### src/rtl/cmos_frame_capture_ctrl.sv
// cmos_frame_capture_ctrl
// Arms on command, aligns to a clean frame boundary, writes pixels into a
// ping-pong frame buffer, checks frame geometry and reports done/error.
module cmos_frame_capture_ctrl #(
  parameter int IMG_W  = 640,
  parameter int IMG_H  = 480,
  parameter int ADDR_W = 19
) (
  input  logic              cmos_pclk,
  input  logic              rst_n,
  input  logic              frame_vsync,
  input  logic              frame_href,
  input  logic              frame_clken,
  input  logic [7:0]        frame_data,
  input  logic              cap_start,
  input  logic              cap_stop,
  input  logic              cap_cont,
  output logic              wr_en,
  output logic [ADDR_W:0]   wr_addr,
  output logic [7:0]        wr_data,
  output logic              rd_buf,
  output logic              busy,
  output logic              frame_done,
  output logic              frame_err
);

  // Pixel index carries one extra bit so it can saturate at IMG_W*IMG_H
  // even when that equals 2^ADDR_W.
  localparam int               PIX_W    = ADDR_W + 1;
  localparam logic [PIX_W-1:0] PIX_MAX  = PIX_W'(IMG_W * IMG_H);
  localparam logic [15:0]      COL_EXP  = 16'(IMG_W);
  localparam logic [15:0]      LINE_EXP = 16'(IMG_H);

  typedef enum logic [1:0] {IDLE, SYNC, WAIT_VS, ACTIVE} state_t;

  state_t            state_q, state_d;
  logic              cont_q, cont_d;
  logic              vs_prev_q, href_prev_q;
  logic [PIX_W-1:0]  pix_idx_q, pix_idx_d;
  logic [15:0]       col_cnt_q, col_cnt_d;
  logic [15:0]       line_cnt_q, line_cnt_d;
  logic              err_flag_q, err_flag_d;
  logic              buf_sel_q, buf_sel_d;
  logic              rd_buf_q, rd_buf_d;
  logic              busy_q, busy_d;
  logic              frame_done_q, frame_done_d;
  logic              frame_err_q, frame_err_d;
  logic              wr_en_q, wr_en_d;
  logic [ADDR_W:0]   wr_addr_q, wr_addr_d;
  logic [7:0]        wr_data_q, wr_data_d;

  logic              vs_rise, vs_fall, href_fall, pix_in;
  logic [15:0]       line_eff;
  logic              err_eff;

  assign vs_rise   = frame_vsync & ~vs_prev_q;
  assign vs_fall   = ~frame_vsync & vs_prev_q;
  assign href_fall = ~frame_href & href_prev_q;
  assign pix_in    = frame_href & frame_clken;

  // State register.
  always_ff @(posedge cmos_pclk or negedge rst_n) begin
    if (!rst_n) state_q <= IDLE;
    else        state_q <= state_d;
  end

  // Next-state logic; stop always wins over start or a frame boundary.
  always_comb begin
    state_d = state_q;
    cont_d  = cont_q;
    case (state_q)
      IDLE: begin
        if (cap_start && !cap_stop) begin
          state_d = SYNC;
          cont_d  = cap_cont;
        end
      end
      SYNC: begin
        if (cap_stop)          state_d = IDLE;
        else if (!frame_vsync) state_d = WAIT_VS;
      end
      WAIT_VS: begin
        if (cap_stop)     state_d = IDLE;
        else if (vs_rise) state_d = ACTIVE;
      end
      ACTIVE: begin
        if (cap_stop)     state_d = IDLE;
        else if (vs_fall) state_d = cont_q ? WAIT_VS : IDLE;
      end
      default: state_d = IDLE;
    endcase
  end

  // Datapath and output logic: pixel writes, geometry check, buffer swap.
  // A line ending on the same cycle as the frame is folded into line_eff /
  // err_eff so the frame check sees it.
  always_comb begin
    pix_idx_d    = pix_idx_q;
    col_cnt_d    = col_cnt_q;
    line_cnt_d   = line_cnt_q;
    err_flag_d   = err_flag_q;
    buf_sel_d    = buf_sel_q;
    rd_buf_d     = rd_buf_q;
    wr_en_d      = 1'b0;
    wr_addr_d    = wr_addr_q;
    wr_data_d    = wr_data_q;
    frame_done_d = 1'b0;
    frame_err_d  = 1'b0;
    line_eff     = line_cnt_q;
    err_eff      = err_flag_q;
    busy_d       = (state_d != IDLE);

    if (state_q == WAIT_VS && vs_rise && !cap_stop) begin
      pix_idx_d  = '0;
      col_cnt_d  = '0;
      line_cnt_d = '0;
      err_flag_d = 1'b0;
    end

    if (state_q == ACTIVE && !cap_stop) begin
      if (pix_in) begin
        if (col_cnt_q != '1) col_cnt_d = col_cnt_q + 1'b1;
        if (pix_idx_q < PIX_MAX) begin
          wr_en_d   = 1'b1;
          wr_addr_d = {buf_sel_q, pix_idx_q[ADDR_W-1:0]};
          wr_data_d = frame_data;
          pix_idx_d = pix_idx_q + 1'b1;
        end
      end
      if (href_fall) begin
        col_cnt_d = '0;
        if (col_cnt_q != COL_EXP) err_eff = 1'b1;
        if (line_cnt_q != '1)     line_eff = line_cnt_q + 1'b1;
      end
      line_cnt_d = line_eff;
      err_flag_d = err_eff;
      if (vs_fall) begin
        if (err_eff || line_eff != LINE_EXP) begin
          frame_err_d = 1'b1;
        end else begin
          frame_done_d = 1'b1;
          rd_buf_d     = buf_sel_q;
          buf_sel_d    = ~buf_sel_q;
        end
      end
    end
  end

  // Datapath registers and edge-detect history.
  always_ff @(posedge cmos_pclk or negedge rst_n) begin
    if (!rst_n) begin
      cont_q       <= 1'b0;
      vs_prev_q    <= 1'b0;
      href_prev_q  <= 1'b0;
      pix_idx_q    <= '0;
      col_cnt_q    <= '0;
      line_cnt_q   <= '0;
      err_flag_q   <= 1'b0;
      buf_sel_q    <= 1'b0;
      rd_buf_q     <= 1'b0;
      busy_q       <= 1'b0;
      frame_done_q <= 1'b0;
      frame_err_q  <= 1'b0;
      wr_en_q      <= 1'b0;
      wr_addr_q    <= '0;
      wr_data_q    <= '0;
    end else begin
      cont_q       <= cont_d;
      vs_prev_q    <= frame_vsync;
      href_prev_q  <= frame_href;
      pix_idx_q    <= pix_idx_d;
      col_cnt_q    <= col_cnt_d;
      line_cnt_q   <= line_cnt_d;
      err_flag_q   <= err_flag_d;
      buf_sel_q    <= buf_sel_d;
      rd_buf_q     <= rd_buf_d;
      busy_q       <= busy_d;
      frame_done_q <= frame_done_d;
      frame_err_q  <= frame_err_d;
      wr_en_q      <= wr_en_d;
      wr_addr_q    <= wr_addr_d;
      wr_data_q    <= wr_data_d;
    end
  end

  assign wr_en      = wr_en_q;
  assign wr_addr    = wr_addr_q;
  assign wr_data    = wr_data_q;
  assign rd_buf     = rd_buf_q;
  assign busy       = busy_q;
  assign frame_done = frame_done_q;
  assign frame_err  = frame_err_q;

endmodule
### config.mk
export PLATFORM = sky130hd
export DESIGN_NAME = cmos_frame_capture_ctrl
export DESIGN_NICKNAME = d
export VERILOG_FILES = /design/src/rtl/cmos_frame_capture_ctrl.sv
export SDC_FILE = /design/constraint.sdc
export NUM_CORES = 1
export LEC_CHECK = 0
export CAP_MARGIN = 20
export CELL_PAD_IN_SITES_DETAIL_PLACEMENT = 0
export CELL_PAD_IN_SITES_GLOBAL_PLACEMENT = 1
export CORE_AREA = 2 2 130 132
export DETAILED_ROUTE_END_ITERATION = 16
export DIE_AREA = 0 0 132 134
export DONT_BUFFER_PORTS = 1
export PLACE_DENSITY = 0.57
export SYNTH_ARGS = -nofsm -noshare
export SYNTH_HDL_FRONTEND = slang
export SYNTH_SLANG_ARGS = --single-unit
### constraint.sdc
create_clock -name cmos_pclk -period 7 [get_ports cmos_pclk]
set_input_delay 0 -clock cmos_pclk [delete_from_list [all_inputs] [get_ports cmos_pclk]]
set_output_delay 0 -clock cmos_pclk [all_outputs]
set_load 0.005 [all_outputs]
==> metrics.md, run 1 <==
| Metric | Value |
|---|---|
| Result of the run | `finished clean` |
| Reg2Reg Capture Point | `pix_idx_q[16]` |
| Critical path launch point type | `flip-flop` |
| Maximum number of buffers from clock root to sink | `2` |
| Number of placement rows | `47` |
| Count of unresolved DRC violations after routing | `0` |
| Data required time at the worst endpoint | `7230 ps` |
| Global routing usage summed across all routing layers | `14.0%` |
| Number of post-CTS setup repair buffers | `0` |
| Multi-input gate area | `2360 µm²` |
| H-tree Lvls | `3` |
| Max Slew Vio Count | `0` |
| Post-synthesis register bit count | `92` |
| Adder-cell share of the synthesized area | `1.04%` |
| Maximum fanout count along the critical path | `39` |
| Worst hold endpoint | `busy` |
| Type of the most critical hold path | `in2reg` |
| Inserted Clock Buffers | `9` |
| Category of the worst setup path capture point | `flip-flop` |
| Fraction of post-synthesis cell area in the top cell type by area | `47.7%` |
| Number of library cell types mapped by synthesis | `65` |
| Number of detailed-routing iterations run before antenna repair | `4` |
| Startpoint of the tightest hold check path | `cap_start` |
| Final Core Density | `33.6%` |
| Residual overflow from global routing | `0` |
| Pwr Density | `200 nW/µm²` |
| Sequential standard cell area | `2300 µm²` |
| Post-synth ARST share | `100%` |
| Diode count | `0` |
| Worst ir drop on vdd | `139 µV` |
| Synthesized-area fraction occupied by xor and xnor cells | `2.18%` |
| Layout cells sized above 1 | `14.1%` |
| Total of warnings raised by yosys | `0` |
| Sequential share of the synthesized area | `47.7%` |
| Final instance area | `5480 µm²` |
| Sum of net half-perimeters after detailed placement | `7.80 mm` |
| Largest clock skew in the final design | `8.02 ps` |
| Number of enable-type register cells in the synthesized netlist | `0` |
| Placed cell area | `5000 µm²` |
| Worst hold margin | `26.1 ps` |
| Most used flip-flop cell after synthesis | `sky130_fd_sc_hd__dfrtp_1` |
| Mux cell area share after synthesis | `8.54%` |
| Pin count of the biggest net entering global routing | `93` |
| Vias in the first global route | `3690` |
| Final routed wire length divided by cell count | `16.5 µm` |
| Synthesized net count | `505` |
| Final Critical Period | `3100 ps` |
| Initial Util | `29.6%` |
| Final setup margin | `3900 ps` |
| Hold Path Cell Cnt | `3` |
| Met2 Resource Use GR | `22.5%` |
| Met3 usage in global routing | `3.85%` |
| Crit share post-route | `44.3%` |
| Antenna violations before repair | `0` |
| First-pass GRT wire length | `19.9 mm` |
| Dpl cells | `682` |
| Standby leakage power | `2.37 nW` |
| Core area | `16300 µm²` |
| Upper clock frequency limit | `323 MHz` |
| Gr busiest metal | `met2` |
| CTS tree | `yes` |
| Clk_lat worst skew | `350 ps` |
| Antenna Nets Post-Route | `0` |
| Max-Cap Viols | `0` |
| Die area | `17700 µm²` |
| Port Buffer Count | `0` |
| Vias | `3715` |
| Initial DRC count | `262` |
| Number of cell instances on the worst register-to-register path | `8` |
| Top-level I/O count | `49` |
| Final Routed Wirelength | `11.8 mm` |
| Total power draw | `1.10 mW` |
| Total negative setup slack | `0 ps` |
| Biggest area consumer among synthesized cells | `sky130_fd_sc_hd__dfrtp_1` |
| Complex-gate fraction of the synthesized area | `15.3%` |
| Horizontal die dimension | `132 µm` |
| Transition time of the tightest slew-check pin | `748 ps` |
| RSZ-0062 raised after global routing | `false` |
| Net count of the finished layout | `510` |
| Post-Synth Simple-Gate Area | `21.6%` |
| Post-Synthesis Cells | `485` |
| Final setup viols | `0` |
| Most frequent standard cell in the layout excluding fill and tap cells | `sky130_fd_sc_hd__dfrtp_1` |
| Worst slew margin relative to its limit | `50.0%` |
| Met1 usage in global routing | `18.9%` |
| Area added between synthesis and finish | `13.6%` |
| Worst slack at placement | `3920 ps` |
| Die Span Y | `134 µm` |
| Main combinational cell family by area after synthesis | `simple AND/OR/NAND/NOR gates` |
| Via density | `5.20` |
| Clock slew seen by the registers of the worst setup and hold paths | `70 ps` |
| Critical path type | `reg2reg` |
| Clock net sink count | `92` |
| CTS root buf | `sky130_fd_sc_hd__clkbuf_16` |
| Worst reg2reg startpoint | `state_q[0]` |
| Number of filler cells placed in the layout | `1680` |
| Final Hold Fails | `0` |
| Arrival @ worst endpoint | `3330 ps` |
| Area contributors post-synth | `sky130_fd_sc_hd__dfrtp_1 (48%), sky130_fd_sc_hd__mux2_2 (6.8%), sky130_fd_sc_hd__nand2_1 (4.4%), sky130_fd_sc_hd__o21ai_0 (4.0%), sky130_fd_sc_hd__nor2_1 (2.6%)` |
| Setup slack on the worst flop-to-flop path | `3900 ps` |
| Top library cells by usage in the layout, fill and taps aside | `sky130_fd_sc_hd__dfrtp_1 (92), sky130_fd_sc_hd__nand2_1 (57), sky130_fd_sc_hd__o21ai_0 (39)` |
| Count of non-filler cells in the finished layout | `715` |
| Synth Area per Inst | `9.94 µm²` |
| Cell area after synthesis | `4820 µm²` |
| Weighted congestion at the end of routability-driven global placement | `0.793` |
-- worst max-delay path, cell delays in order (launching register included) --
cell                       delay (ps)
sky130_fd_sc_hd__dfrtp_1          460
sky130_fd_sc_hd__and3b_1          660
sky130_fd_sc_hd__nand3_1          290
sky130_fd_sc_hd__a211oi_4         260
sky130_fd_sc_hd__buf_4            440
sky130_fd_sc_hd__nand4_1          300
sky130_fd_sc_hd__nor2_1           290
sky130_fd_sc_hd__nand3_1          130
sky130_fd_sc_hd__mux2i_1          130
-- flip-flops by register name, summed over array words and instances (netlist names) --
signal and flops:
vs_prev_q 1, pix_idx_q 20, busy 1, buf_sel_q 1, col_cnt_q 16, cont_q 1, wr_data 8, wr_addr 20
frame_err 1, wr_en 1, err_flag_q 1, state_q 2, href_prev_q 1, line_cnt_q 16, frame_done 1, rd_buf 1
-- synth_stat cells (9+ instances only) --
library cell	n
sky130_fd_sc_hd__a21oi_1	19
sky130_fd_sc_hd__a31oi_1	14
sky130_fd_sc_hd__and3_1	11
sky130_fd_sc_hd__clkbuf_1	14
sky130_fd_sc_hd__dfrtp_1	92
sky130_fd_sc_hd__inv_1	9
sky130_fd_sc_hd__mux2_2	29
sky130_fd_sc_hd__nand2_1	57
sky130_fd_sc_hd__nand3_1	20
sky130_fd_sc_hd__nand4_1	14
sky130_fd_sc_hd__nor2_1	33
sky130_fd_sc_hd__nor3_1	12
sky130_fd_sc_hd__o21ai_0	39
sky130_fd_sc_hd__xor2_1	10
-- where the power goes --
part | switching (mW) | internal [mW] | total, mW
combinational | 0.0342 | 0.0233 | 0.0575
sequential | 0.0135 | 0.543 | 0.557
clock | 0.218 | 0.264 | 0.482
-- kinds of logic after synthesis --
group / count (synthesis)
DFF: 92
adders and majority gates: 4
buffers and inverters: 35
xor gates and xnor gates: 12
AOI/OAI and AO/OA: 111
muxes: 37
and+or+nand+nor: 194
-- layout make-up --
class	instances	area share [%]
clock buffer	11	4.61
clock inverter	5	0.776
inverter	9	0.617
multi-input combinational	358	43.1
sequential	92	42.0
tap	220	5.02
timing repair buffer	20	3.84
-- timing repair --
item | 4_1_cts | 5_1_grt
hold buffers | 17 | 0
hold endpoints to repair | 115 | 0
gates resized for setup | 0 | 0
-- layer usage --
| layer | vias up | share of wire [%] | wire [µm] |
|---|---|---|---|
| li1 | 1796 | - | - |
| met1 | 1837 | 47 | 5480 |
| met2 | 74 | 48 | 5620 |
| met3 | 8 | 4.7 | 554 |
| met4 | 0 | 1.1 | 126 |
| met5 | - | 0 | 0 |
-- worst max-delay path by stage --
stage               slack [ps]       endpoint           from
detailed placement        3920  pix_idx_q[16]     state_q[0]
floorplan                 4510         rd_buf  line_cnt_q[0]
global route              3580  pix_idx_q[16]     state_q[0]
finish                    3900  pix_idx_q[16]     state_q[0]
global placement          4020  pix_idx_q[16]     state_q[0]
CTS                       3910  pix_idx_q[16]     state_q[0]
No activity file was read; power rests on OpenSTA's default activity.
==> inputs of run 2 (changes only) <==
--- a/config.mk
+++ b/config.mk
@@ -5,14 +5,15 @@
 export SDC_FILE = /design/constraint.sdc
 export NUM_CORES = 1
 export LEC_CHECK = 0
+export ABC_AREA = 1
 export CAP_MARGIN = 20
 export CELL_PAD_IN_SITES_DETAIL_PLACEMENT = 0
 export CELL_PAD_IN_SITES_GLOBAL_PLACEMENT = 1
-export CORE_AREA = 2 2 130 132
+export CORE_AREA = 2 2 134 136
 export DETAILED_ROUTE_END_ITERATION = 16
-export DIE_AREA = 0 0 132 134
+export DIE_AREA = 0 0 136 138
 export DONT_BUFFER_PORTS = 1
-export PLACE_DENSITY = 0.57
+export PLACE_DENSITY = 0.6
 export SYNTH_ARGS = -nofsm -noshare
 export SYNTH_HDL_FRONTEND = slang
 export SYNTH_SLANG_ARGS = --single-unit
==> constraint.sdc (replaced) <==
create_clock -name cmos_pclk -period 2.9 [get_ports cmos_pclk]
set_input_delay 0 -clock cmos_pclk [delete_from_list [all_inputs] [get_ports cmos_pclk]]
set_output_delay 0 -clock cmos_pclk [all_outputs]
set_load 0.005 [all_outputs]
==> run 2 against run 1 <==
Critical path depth grew 6. Clock power grew to 2.7 times the previous value. Clock skew down 1.8 ps. Flip-flop and latch count is the same. Die area up 6.1%. Hold slack worse by 16 ps. Area after synthesis is 5.9% higher. Non-clock buffer count is 7 higher. First-iteration DRC count up 2.3%. Synthesized cell count grew 48%.
==> metrics.md, run 2 <==
| Metric | Value |
|---|---|
| Via density | `4.72 (-9.2%)` |
| Maximum single-stage delay on the critical path | `440 ps (-220 ps)` |
| Worst slew margin relative to its limit | `66.7% (+17 points)` |
| Post-synthesis register bit count | `92 (unchanged)` |
| Vias in the first global route | `4616 (+25%)` |
| Standby leakage power | `2.80 nW (+18%)` |
| Final setup viols | `0 (unchanged)` |
| RSZ-0062 raised after global routing | `false` |
| Critical path type | `reg2reg` |
| List of most frequent post-synthesis cells | `sky130_fd_sc_hd__nand2_1 (222), sky130_fd_sc_hd__inv_1 (94), sky130_fd_sc_hd__dfrtp_1 (92)` |
| Sum of net half-perimeters after detailed placement | `9.51 mm (+22%)` |
| Switch Pwr | `1.53 mW (+470%)` |
| Final instance area | `5910 µm² (+7.9%)` |
| Worst ir drop on vdd | `286 µV (+110%)` |
| Biggest area consumer among synthesized cells | `sky130_fd_sc_hd__dfrtp_1` |
| Top library cells by usage in the layout, fill and taps aside | `sky130_fd_sc_hd__nand2_1 (222), sky130_fd_sc_hd__inv_1 (94), sky130_fd_sc_hd__dfrtp_1 (92)` |
| Cell with the most instances after synthesis | `sky130_fd_sc_hd__nand2_1` |
| Synthesized net count | `736 (+46%)` |
| Clock net sink count | `92 (unchanged)` |
| Largest clock skew in the final design | `6.24 ps (-1.79 ps)` |
| Final Routed Wirelength | `13.5 mm (+15%)` |
| Initial Util | `29.1% (-0.47 points)` |
| Number of library cell types mapped by synthesis | `37 (-43%)` |
| Pin count of the biggest net entering global routing | `93 (unchanged)` |
| Cell type of the slowest stage on the worst timing path | `sky130_fd_sc_hd__dfrtp_1` |
| Internal power consumption | `2.78 mW (+230%)` |
| Final Core Density | `33.7% (+0.088 points)` |
| Post-Synthesis Cells | `716 (+48%)` |
| Port Buffer Count | `0 (unchanged)` |
| Final Critical Period | `2490 ps (-612 ps)` |
| Maximum fanout count along the critical path | `8 (-79%)` |
| Critical path launch point type | `flip-flop` |
| Number of enable-type register cells in the synthesized netlist | `0 (unchanged)` |
| Result of the run | `finished clean` |
| Number of detailed-routing iterations run before antenna repair | `4 (unchanged)` |
| Data required time at the worst endpoint | `3150 ps (-4080 ps)` |
| Clk_lat worst skew | `350 ps (about the same)` |
| Global routing usage summed across all routing layers | `15.3% (+1.3 points)` |
| Inserted Clock Buffers | `9 (unchanged)` |
| Type of the most critical hold path | `in2reg` |
| Cell area after synthesis | `5110 µm² (+5.9%)` |
| Setup slack on the worst flop-to-flop path | `410 ps (-3490 ps)` |
| Critical path's most frequent cell | `sky130_fd_sc_hd__nand2_1` |
| Top-level I/O count | `49 (unchanged)` |
| Final Hold Fails | `0 (unchanged)` |
| Weighted congestion at the end of routability-driven global placement | `0.848 (+7.0%)` |
| Bufs and invs on worst path | `2 (+1)` |
| Max-Cap Viols | `0 (unchanged)` |
| List of cells traversed by the critical path | `ha_1 -> inv_1 -> nor2_1 -> nand4_1 -> nand2_1 -> nand2_1 -> nand2_1 -> nand2_1 -> nor2_1 -> nand2_1 -> nor2_1 -> nand3_1 -> nand2_1 -> inv_1` |
| Number of cell instances on the worst register-to-register path | `14 (+6)` |
| Clock slew seen by the registers of the worst setup and hold paths | `70 ps (about the same)` |
| Arrival @ worst endpoint | `2740 ps (-590 ps)` |
| Maximum number of buffers from clock root to sink | `2 (unchanged)` |
| Switching power share of the total | `35.4% (+11 points)` |
| Cells resized by post-CTS repair | `0 (unchanged)` |
| Vias | `4586 (+23%)` |
| Transition time of the tightest slew-check pin | `499 ps (-249 ps)` |
| Most used flip-flop cell after synthesis | `sky130_fd_sc_hd__dfrtp_1` |
| Die area | `18800 µm² (+6.1%)` |
| Antenna violations before repair | `0 (unchanged)` |
| Proportion of power drawn by flip-flops and latches | `43.0% (-7.8 points)` |
| Diode count | `0 (unchanged)` |
| Crit share post-route | `85.8% (+42 points)` |
| H-tree Lvls | `3 (unchanged)` |
| First-pass GRT wire length | `23.0 mm (+15%)` |
| Die Span Y | `138 µm (+3.0%)` |
| Post-synth ARST share | `100% (unchanged)` |
| Placed cell area | `5380 µm² (+7.7%)` |
| Cell class contributing the biggest share of worst-path delay | `simple AND/OR/NAND/NOR gates` |
| Hold Path Cell Cnt | `5 (+2)` |
| Horizontal die dimension | `136 µm (+3.0%)` |
| Net count of the finished layout | `758 (+49%)` |
| Upper clock frequency limit | `402 MHz (+25%)` |
| Area added between synthesis and finish | `15.8%` |
| CTS root buf | `sky130_fd_sc_hd__clkbuf_16` |
| Residual overflow from global routing | `0 (unchanged)` |
| Core area | `17500 µm² (+7.6%)` |
| Synth Area per Inst | `7.13 µm² (-28%)` |
| Clk pwr share | `30.5% (-14 points)` |
| Category of the worst setup path capture point | `flip-flop` |
| Most frequent standard cell in the layout excluding fill and tap cells | `sky130_fd_sc_hd__nand2_1` |
| CTS tree | `yes` |
| Antenna Nets Post-Route | `0 (unchanged)` |
| Fraction of post-synthesis cell area in the top cell type by area | `45.1% (-2.7 points)` |
| Total of warnings raised by yosys | `0 (unchanged)` |
| Max Slew Vio Count | `0 (unchanged)` |
| Final routed wire length divided by cell count | `13.9 µm (-15%)` |
| Sequential share of the synthesized area | `45.1% (-2.7 points)` |
| Number of placement rows | `49 (+4.3%)` |
| Count of unresolved DRC violations after routing | `0 (unchanged)` |
| Gate power share | `26.5% (+21 points)` |
| Area contributors post-synth | `sky130_fd_sc_hd__dfrtp_1 (45%), sky130_fd_sc_hd__nand2_1 (16%), sky130_fd_sc_hd__inv_1 (6.9%), sky130_fd_sc_hd__nor2_1 (6.3%), sky130_fd_sc_hd__o21ai_0 (5.4%)` |
| Pwr Density | `728 nW/µm² (+260%)` |
| Initial DRC count | `268 (+2.3%)` |
| Stages on the worst setup path | `14 (+6)` |
| Layout cells sized above 1 | `5.65% (-8.5 points)` |
| Total negative setup slack | `0 ps (unchanged)` |
[run 2: changes by cell type in the layout (fill, tap and decap cells not counted), moves of 11 or more]
cell and delta:
sky130_fd_sc_hd__a31oi_1 -12, sky130_fd_sc_hd__and3_1 -11, sky130_fd_sc_hd__inv_1 +85, sky130_fd_sc_hd__mux2_2 -29, sky130_fd_sc_hd__nand2_1 +165, sky130_fd_sc_hd__nand3_1 +22
sky130_fd_sc_hd__nor2_1 +53, sky130_fd_sc_hd__o21ai_0 +16, sky130_fd_sc_hd__o22ai_1 +22
[run 2: kinds of logic (layout without fill, tap and decap cells)]
kind of cell	count (synthesis)	count (layout)	synth area share [%]
AO/OA/AOI/OAI	110	110	11.8
XOR/XNOR	4	4	0.686
buffers and inverters	115	142	8.77
flip-flops	92	92	45.1
AND/OR/NAND/NOR	391	391	32.7
adder cells (fa/ha/maj)	4	4	0.980
[run 2: path summary, 6_finish.rpt]
| path | from | end |
|---|---|---|
| min in group asynchronous | rst_n | col_cnt_q[8] |
| min reg2reg | buf_sel_q | buf_sel_q |
| min | frame_vsync | state_q[1] |
| max in group asynchronous | rst_n | col_cnt_q[4] |
| max reg2reg | line_cnt_q[0] | rd_buf |
| max | line_cnt_q[0] | rd_buf |
[run 2: layout make-up]
cell class,count,area [µm²]
clock inverter,5,82.6
inverter,99,374
tap,229,287
fill,1882,11600
sequential,92,2300
multi-input combinational,509,2360
clock buffer,11,243
timing repair buffer,27,268
[run 2: power groups by stage]
stage	Sequential, mW	Clock, mW	Combinational [mW]
floorplan	1.79	0	0.871
global placement	1.88	0	1.07
detailed placement	1.87	0	1.08
CTS	1.85	1.35	1.15
global route	1.90	1.40	1.33
finish	1.85	1.31	1.14
[run 2: metrics by stage]
step	cells	power, mW	setup slack (ps)	hold WS (ps)
global route	972	4.64	129	73.4
global placement	937	2.95	442	-290
detailed placement	937	2.95	435	-288
floorplan	716	2.66	954	-296
CTS	972	4.35	424	8.93
finish	972	4.31	412	9.95
[run 2: layer usage]
metal | vias up | global-route usage, % | wire length (µm)
met1 | 2157 | 19.7 | 6340
li1 | 2345 | - | -
met3 | 11 | 3.30 | 518
met5 | - | 0 | 0
met2 | 73 | 25.8 | 6510
met4 | 0 | 4.39 | 184
[run 2: timing repair]
item                                    in CTS  in global routing
hold buffers                                19                  0
setup buffers                                0                  0
hold endpoints to repair                   107                  0
endpoints found under the setup margin       0                  0
[run 2: worst min-delay path, cell delays in order]
cell and delay (ps):
sky130_fd_sc_hd__o21ai_0 70, sky130_fd_sc_hd__nand2_1 60, sky130_fd_sc_hd__o21ai_0 70, sky130_fd_sc_hd__inv_1 70
sky130_fd_sc_hd__nand2_1 50
